<file path="src/rtl/mem_lsu.sv">
// Single-outstanding load/store unit: latches one request, runs one valid/ready bus transaction, then pulses done.
// Best-case latency is 3 cycles from acceptance to done. req_ready is low outside IDLE, and a misaligned access completes in 1 cycle.
module mem_lsu (
  input  logic        clk,
  input  logic        rst,
  input  logic        req_valid,
  output logic        req_ready,
  input  logic [63:0] ram_addr,
  input  logic [63:0] src2,
  input  logic        is_store,
  input  logic [1:0]  size,
  input  logic        is_unsigned,
  output logic        bus_req_valid,
  input  logic        bus_req_ready,
  output logic [63:0] bus_addr,
  output logic        bus_wen,
  output logic [63:0] bus_wdata,
  output logic [7:0]  bus_wmask,
  input  logic        bus_resp_valid,
  input  logic [63:0] bus_rdata,
  output logic        done_valid,
  output logic [63:0] done_rdata,
  output logic        done_err
);

  typedef enum logic [1:0] {IDLE, REQ, RESP, DONE} state_t;

  state_t      state, state_nxt;
  logic [63:0] addr_q;
  logic [63:0] src2_q;
  logic [63:0] rdata_q;
  logic        is_store_q;
  logic [1:0]  size_q;
  logic        uns_q;
  logic        err_q;
  logic        misaligned;
  logic [63:0] load_sh;
  logic [63:0] load_ext;
  logic [7:0]  mask_base;

  always_comb begin
    misaligned = 1'b0;
    case (size)
      2'd1:    misaligned = ram_addr[0];
      2'd2:    misaligned = |ram_addr[1:0];
      2'd3:    misaligned = |ram_addr[2:0];
      default: misaligned = 1'b0;
    endcase
  end

  // State register
  always_ff @(posedge clk) begin
    if (rst) state <= IDLE;
    else     state <= state_nxt;
  end

  // Next-state logic
  always_comb begin
    state_nxt = state;
    case (state)
      IDLE: if (req_valid) state_nxt = misaligned ? DONE : REQ;
      REQ:  if (bus_req_ready) state_nxt = RESP;
      RESP: if (bus_resp_valid) state_nxt = DONE;
      DONE: state_nxt = IDLE;
      default: state_nxt = IDLE;
    endcase
  end

  // Request and response latches
  always_ff @(posedge clk) begin
    if (rst) begin
      addr_q     <= '0;
      src2_q     <= '0;
      rdata_q    <= '0;
      is_store_q <= 1'b0;
      size_q     <= 2'd0;
      uns_q      <= 1'b0;
      err_q      <= 1'b0;
    end else begin
      if (state == IDLE && req_valid) begin
        addr_q     <= ram_addr;
        src2_q     <= src2;
        is_store_q <= is_store;
        size_q     <= size;
        uns_q      <= is_unsigned;
        err_q      <= misaligned;
        rdata_q    <= '0;
      end
      if (state == RESP && bus_resp_valid) rdata_q <= bus_rdata;
    end
  end

  always_comb begin
    load_sh  = rdata_q >> {addr_q[2:0], 3'b000};
    load_ext = load_sh;
    case (size_q)
      2'd0: load_ext = uns_q ? {56'd0, load_sh[7:0]}  : {{56{load_sh[7]}},  load_sh[7:0]};
      2'd1: load_ext = uns_q ? {48'd0, load_sh[15:0]} : {{48{load_sh[15]}}, load_sh[15:0]};
      2'd2: load_ext = uns_q ? {32'd0, load_sh[31:0]} : {{32{load_sh[31]}}, load_sh[31:0]};
      default: load_ext = load_sh;
    endcase
  end

  always_comb begin
    mask_base = 8'hFF;
    case (size_q)
      2'd0:    mask_base = 8'h01;
      2'd1:    mask_base = 8'h03;
      2'd2:    mask_base = 8'h0F;
      default: mask_base = 8'hFF;
    endcase
  end

  // Output decode: state plus latched registers only, never the bus inputs
  always_comb begin
    req_ready     = (state == IDLE);
    bus_req_valid = (state == REQ);
    bus_addr      = {addr_q[63:3], 3'b000};
    bus_wdata     = src2_q << {addr_q[2:0], 3'b000};
    bus_wen       = 1'b0;
    bus_wmask     = 8'h00;
    done_valid    = 1'b0;
    done_err      = 1'b0;
    done_rdata    = '0;
    if (state == REQ && is_store_q) begin
      bus_wen   = 1'b1;
      bus_wmask = mask_base << addr_q[2:0];
    end
    if (state == DONE) begin
      done_valid = 1'b1;
      done_err   = err_q;
      if (!is_store_q && !err_q) done_rdata = load_ext;
    end
  end

endmodule

</file>
<file path="config.mk">
export PLATFORM = sky130hd
export DESIGN_NAME = mem_lsu
export DESIGN_NICKNAME = d
export VERILOG_FILES = /design/src/rtl/mem_lsu.sv
export SDC_FILE = /design/constraint.sdc
export NUM_CORES = 1
export LEC_CHECK = 0
export CORE_MARGIN = 2
export CORE_UTILIZATION = 40
export DETAILED_ROUTE_END_ITERATION = 10
export PLACE_DENSITY_LB_ADDON = 0.12
export SYNTH_ARGS = -nofsm -noshare
export SYNTH_HDL_FRONTEND = slang
export SYNTH_SLANG_ARGS = --single-unit
</file>
<file path="constraint.sdc">
create_clock -name clk -period 4.3 [get_ports clk]
set_input_delay 0.43 -clock clk [delete_from_list [all_inputs] [get_ports clk]]
set_output_delay 0.43 -clock clk [all_outputs]
set_load 0.005 [all_outputs]
</file>
Yosys cells after proc, flatten, opt, wreduce, memory -nomap -nowiden
Cells that the tools add are included.
Widths: inputs -> output; s select.
- add/subtract/negate cells: 0
- multiply operators: 0
- div/mod/pow operators: 0
- magnitude comparators: 0
- equal/unequal tests: 11
- shift operators: 3
- muxes and demuxes: 19
- bitwise gates (word level): 0
- reductions and logical operators: 12
- operators with widths (cell ; count):
    $mux 64 ; 7
    $pmux 64 s3 ; 1
    $shl 64x6->64 ; 1
    $shr 64x6->64 ; 1
    $pmux 8 s3 ; 1
    $eq 2x2->1 const B ; 5
    $mux 2 ; 4
    $mux 8 ; 1
    $pmux 2 s4 ; 1
    $shl 8x3->8 ; 1
    $eq 2x1->1 const B ; 3
    $logic_and 1x1->1 ; 4
    $logic_not 2->1 ; 2
    $ne 2x2->1 const B ; 2
    $mux 1 ; 3
    $pmux 1 s3 ; 1
    $reduce_and 3->1 ; 1
    $reduce_or 3->1 ; 1
    $logic_not 1->1 ; 2
    $ne 2x1->1 const B ; 1
    $reduce_bool 2->1 ; 1
    $reduce_or 2->1 ; 1
- flip-flop bits (word level): 199
- bits in latches: 0
- bits in writable memories: 0
- ROM bits: 0
- bits of input ports: 201
- output and inout port bits: 205
- logic and storage cells: 53
- memories kept: 0

Longest topological paths before layout
- word-level depth: 5
- depth in mapped cells: 9
- mapped depth without buffers: 7

Worst setup path before layout
OpenSTA, ideal clock, no wires.
- path type: reg-to-output
- start: register addr_q[0]
- end: output done_rdata[22]
- data arrival time: 1.790 ns
- required time: 3.870 ns
- path slack: 2.080 ns
- stages on the path, launching flop included: 9
- path buffers: 3
- cells stage by stage: dfxtp_1 buf_2 inv_1 mux4_2 nor4_4 buf_6 nor2_2 buf_6 a21oi_1
- longest elaborated chain between the ends: 5
- elaborated cells between the ends (all ways): 7
- classes of those cells: shift (1); mux (6)
- ends and longest elaborated chain (what ; line ; text):
    start, declared ; 29 ; logic [63:0] addr_q;
    start signal, assigned ; 81 ; addr_q <= ram_addr;
    $shr 64x6->64 * ; 94 ; load_sh = rdata_q >> {addr_q[2:0], 3'b000};
    $mux 64, on equally long branches ; 99, 97, 98 ;
    $pmux 64 s3 * ; 96 ; case (size_q)
    $mux 64 * ; 132 ; if (!is_store_q && !err_q) done_rdata = load_ext;
    $mux 64 * ; 129 ; if (state == DONE) begin
    end, declared ; 22 ; output logic [63:0] done_rdata,
Every way passes the cells marked *; elsewhere a longest branch is shown, timed or not.

Worst setup path after layout
- start: register addr_q[1]
- end: output done_rdata[62]
Same word-level chain as after synthesis.

==> reports/qor_table.md <==
| Step | Metric | Reported |
|---|---|---|
| run status | Outcome | finished clean |
| floorplanning | Width of the die | 174 um |
| sta | Max Clock Skew | 0.0137 ns |
| clock tree | Total number of H-tree levels | 4 |
| synthesis | Top area cells in the synthesized netlist | dfxtp_1 34%, nand2_1 10%, a21oi_1 9.7%, mux2i_1 8.1%, nor2_1 5.8% |
| worst hold path | Worst hold path startpoint | addr_q[51]$_SDFFE_PP0P_ |
| critical path | Maximum fanout along the worst path | 54 |
| finish | Fraction of layout instances using a drive strength above 1 | 7.28% |
| floorplanning | Total Die Area | 30400 sq um |
| global route | Global-route wire length before repair | 65500 um |
| power and ir drop | Total Power | 6810 uW |
| critical path | R2R Path End | rdata_q[40]$_SDFFE_PP0P_ |
| sta | Period Utilization, post-route | 95.8% |
| floorplanning | Area of the placeable core | 28600 sq um |
| power and ir drop | Worst vdd ir | 0.324 mV |
| synthesis | Count of state elements after synthesis | 199 |
| clock tree | Clock buffers created by TritonCTS | 17 |
| sta | Max Freq | 0.243 GHz |
| sta | Setup-failing EPs final | 0 |
| synthesis | Post-Syn Area | 11600 sq um |
| sta | Setup repair after global routing missed its margin | no |
| routing | Mean routed wirelength per cell | 20.0 um |
| power and ir drop | Leak Pwr | 0.00554 uW |
| critical path | Startpoint of the worst register-to-register path | state[0]$_SDFFE_PP0P_ |
| synthesis | Number of distinct standard cells referenced by the synthesized netlist | 45 |
| clock tree | Buffer count from post-CTS setup fixing | 0 |
| critical path | Sort of element at the start of the critical path | register |
| finish | Area growth from synthesis to final layout | 36.7% |
| clock tree | Number of buffers on the longest clock path | 2 |
| clock tree | Clk Tree Root Cell | clkbuf_16 |
| synthesis | Synth Area in Adders | 0.430% |
| synthesis | Xor-xnor portion of the synthesized cell area | 0% |
| routing | Number of optimization iterations in the first detailed-route pass | 5 |
| sta | Max Slew Vio Count | 0 |
| floorplanning | Floorplan row count | 62 |
| global route | Vias in the first global route | 11.3k |
| clock tree | Number of gates resized after cts | 0 |
| sta | Final hold vios | 0 |
| finish | Number of nets in the finished design | 1964 |
| routing | Total number of vias | 11.8k |
| global route | Pin count of the biggest net entering global routing | 133 |
| worst hold path | Worst hold path type | register to register |
| run | Max-Cap Viols | 0 |
| synthesis | Simple-gate share of the synthesized area | 18.3% |
| floorplanning | Die height | 174 um |
| routing | DRT antenna net count | 0 |
| worst hold path | Depth of the worst hold-timing path | 2 |
| clock tree | Num Clock Sinks | 199 |
| finish | Filler cells | 2691 |
| global route | Total grt overflow | 0 |
| synthesis | Part of the Yosys area used for sequential elements | 34.3% |
| routing | Uppermost metal layer occupied by signal nets | met5 |
| clock tree | Clk pin slew, worst setup/hold paths | 0.08 ns |
| sta | Relative slew slack | 32.1% |
| critical path | Crit Path Category | register to output port |
| synthesis | Synth async-reset ratio | 0% |
| synthesis | Average size of a mapped cell | 7.64 sq um |
| placement | Final HPWL from detailed placement | 30300 um |
| placement | Routability congestion estimate from global placement | 0.931 |
| sta | Post-Route Setup TNS | 0 ns |
| synthesis | Number of flops mapped to enable cells by yosys | 0 |
| power and ir drop | Pwr Density | 428 nW/um^2 |
| routing | Length of routed wiring on met1 | 17500 um |
| synthesis | Top cells by instance count after synthesis | 309 x nand2_1, 226 x a21oi_1, 199 x dfxtp_1, 181 x nor2_1, 94 x mux2i_1 |
| floorplanning | Starting utilization of the core area | 40.6% |
| global route | Total GRT Usage | 27.4% |
| routing | Vias per std cell | 5.48 |
| critical path | Data arrival at the endpoint of the critical path | 3.69 ns |
| sta | Pin slew with the least headroom to its limit | 1.01 ns |
| routing | Post-Route WL | 43100 um |
| synthesis | Fraction of the mapped netlist area in compound gates | 21.0% |
| routing | Post-route DRC violation count | 0 |
| synthesis | Main combinational cell family by area after synthesis | compound AO/OA/AOI/OAI gates |
| synthesis | Mux share of post-synthesis cell area | 16.0% |
| critical path | Capturing element type of the critical path | output port |
| global route | Antenna violations before repair | 4 |
| clock tree | # hold bufs at CTS | 0 |
| finish | Cell area after layout | 15900 sq um |
| worst hold path | Worst Hold Path EP | addr_q[51]$_SDFFE_PP0P_ |
| routing | Starting DRT DRC Count | 907 |
| routing | Met3 routed wirelength | 3150 um |
| critical path | Required time at the worst-slack endpoint | 3.87 ns |
| synthesis | Post-synthesis instance total | 1521 |
| synthesis | Cell type with the largest total area after synthesis | dfxtp_1 |
| sta | Final period demand of the worst path | 4.12 ns |
| critical path | Slack of the worst reg-to-reg path | 1.88 ns |
| clock tree | TritonCTS clock tree | built |
| clock tree | Later-pin clock latency in the skew report | 0.44 ns |
| floorplanning | IO Count | 406 |
| synthesis | Most frequently used cell type in the post-synthesis netlist | nand2_1 |
| synthesis | Top flip-flop cell by instance count after synthesis | dfxtp_1 |
| critical path | Worst R2R Path Depth | 7 |
| synthesis | Yosys warning total | 0 |
| routing | Detail Route met2 WL | 21100 um |
| placement | # port buffers | 402 |
| synthesis | Proportion of netlist area held by the largest area contributor | 34.3% |
| placement | Placed cell areas | 15300 sq um |
[logic make-up (layout without fill, tap and decap cells)]
logic type | count (synthesis) | after routing
simple gates | 534 | 534
compound gates | 407 | 407
buf+inv | 220 | 469
flops | 199 | 199
mux | 156 | 156
fa+ha+maj | 4 | 4
other cells | 1 | 6
[registers in the layout (all words and copies together), names as in the netlist]
| name | count |
|---|---|
| addr_q | 64 |
| rdata_q | 64 |
| uns_q | 1 |
| state | 2 |
| size_q | 2 |
| src2_q | 64 |
| err_q | 1 |
| is_store_q | 1 |
[layout by cell type, fill, tap and decap left out, drive strengths merged, types with 3 or more instances in the layout]
master,netlist,layout
clkdlybuf4s50,0,401
nand2,309,309
a21oi,226,226
dfxtp,199,199
nor2,183,183
mux2i,94,94
a22oi,64,64
mux2,42,42
o22ai,28,28
o21ai,22,22
inv,16,22
a211oi,21,21
mux4,20,20
buf,114,20
clkbuf,90,18
nor2b,12,12
and3,8,8
clkinv,0,8
o211ai,7,7
o21a,7,7
and2,7,7
nor3,6,6
a211o,6,6
a2bb2oi,5,5
a22o,4,4
o2bb2ai,4,4
o32ai,4,4
ha,4,4
diode,0,3
conb,1,3
[layout make-up]
cell class	count	area, sq um	share of cell area (%)
Inverter	16	60.1	0.378
Clock buffer	18	429	2.70
Sequential cell	199	4000	25.1
Antenna cell	3	7.51	0.0472
Multi-Input combinational cell	1104	6520	41.0
Timing Repair Buffer	421	4220	26.5
Tap cell	384	480	3.02
Clock inverter	14	180	1.13
[metal layers]
layer	vias up	GRT usage (%)
met5	-	0
met2	467	47.2
met3	56	5.91
li1	5658	-
met4	2	9.94
met1	5644	33.6
[per-stage QoR]
step                      hold WS [ns]  utilization, %  std cells  setup slack [ns]
after floorplan                  0.434               -       1523              2.08
after global placement           0.441            53.4       2124             0.809
after detailed placement         0.446            53.4       2124             0.747
after CTS                        0.457            55.5       2156             0.276
after global routing             0.472            55.5       2158            0.0735
final                            0.454            55.5       2159             0.179
[how the worst max path moves through the flow]
| stage | startpoint | endpoint | slack (ns) | cells after the start |
|---|---|---|---|---|
| global placement | addr_q[1]$_SDFFE_PP0P_ | done_rdata[62] | 0.81 | 6 |
| floorplan | addr_q[0]$_SDFFE_PP0P_ | done_rdata[22] | 2.08 | 8 |
| finish | addr_q[1]$_SDFFE_PP0P_ | done_rdata[62] | 0.18 | 6 |
| detailed placement | addr_q[1]$_SDFFE_PP0P_ | done_rdata[63] | 0.75 | 7 |
| CTS | addr_q[1]$_SDFFE_PP0P_ | done_rdata[63] | 0.28 | 7 |
| global route | addr_q[1]$_SDFFE_PP0P_ | done_rdata[17] | 0.07 | 6 |
[worst max-delay path: stages, from the launching register on]
cell and delay, ns:
dfxtp_4 0.56, nor2b_2 0.88, a2bb2oi_1 0.28, a211oi_2 0.44, nor3_1 0.10, nor3_1 0.38
clkdlybuf4s50_1 0.59
[power by group]
group	internal, uW	switching, uW
logic	1240	1470
registers	2110	313
clock network	798	878
total	4150	2660
(Power assumes the default switching activity.)
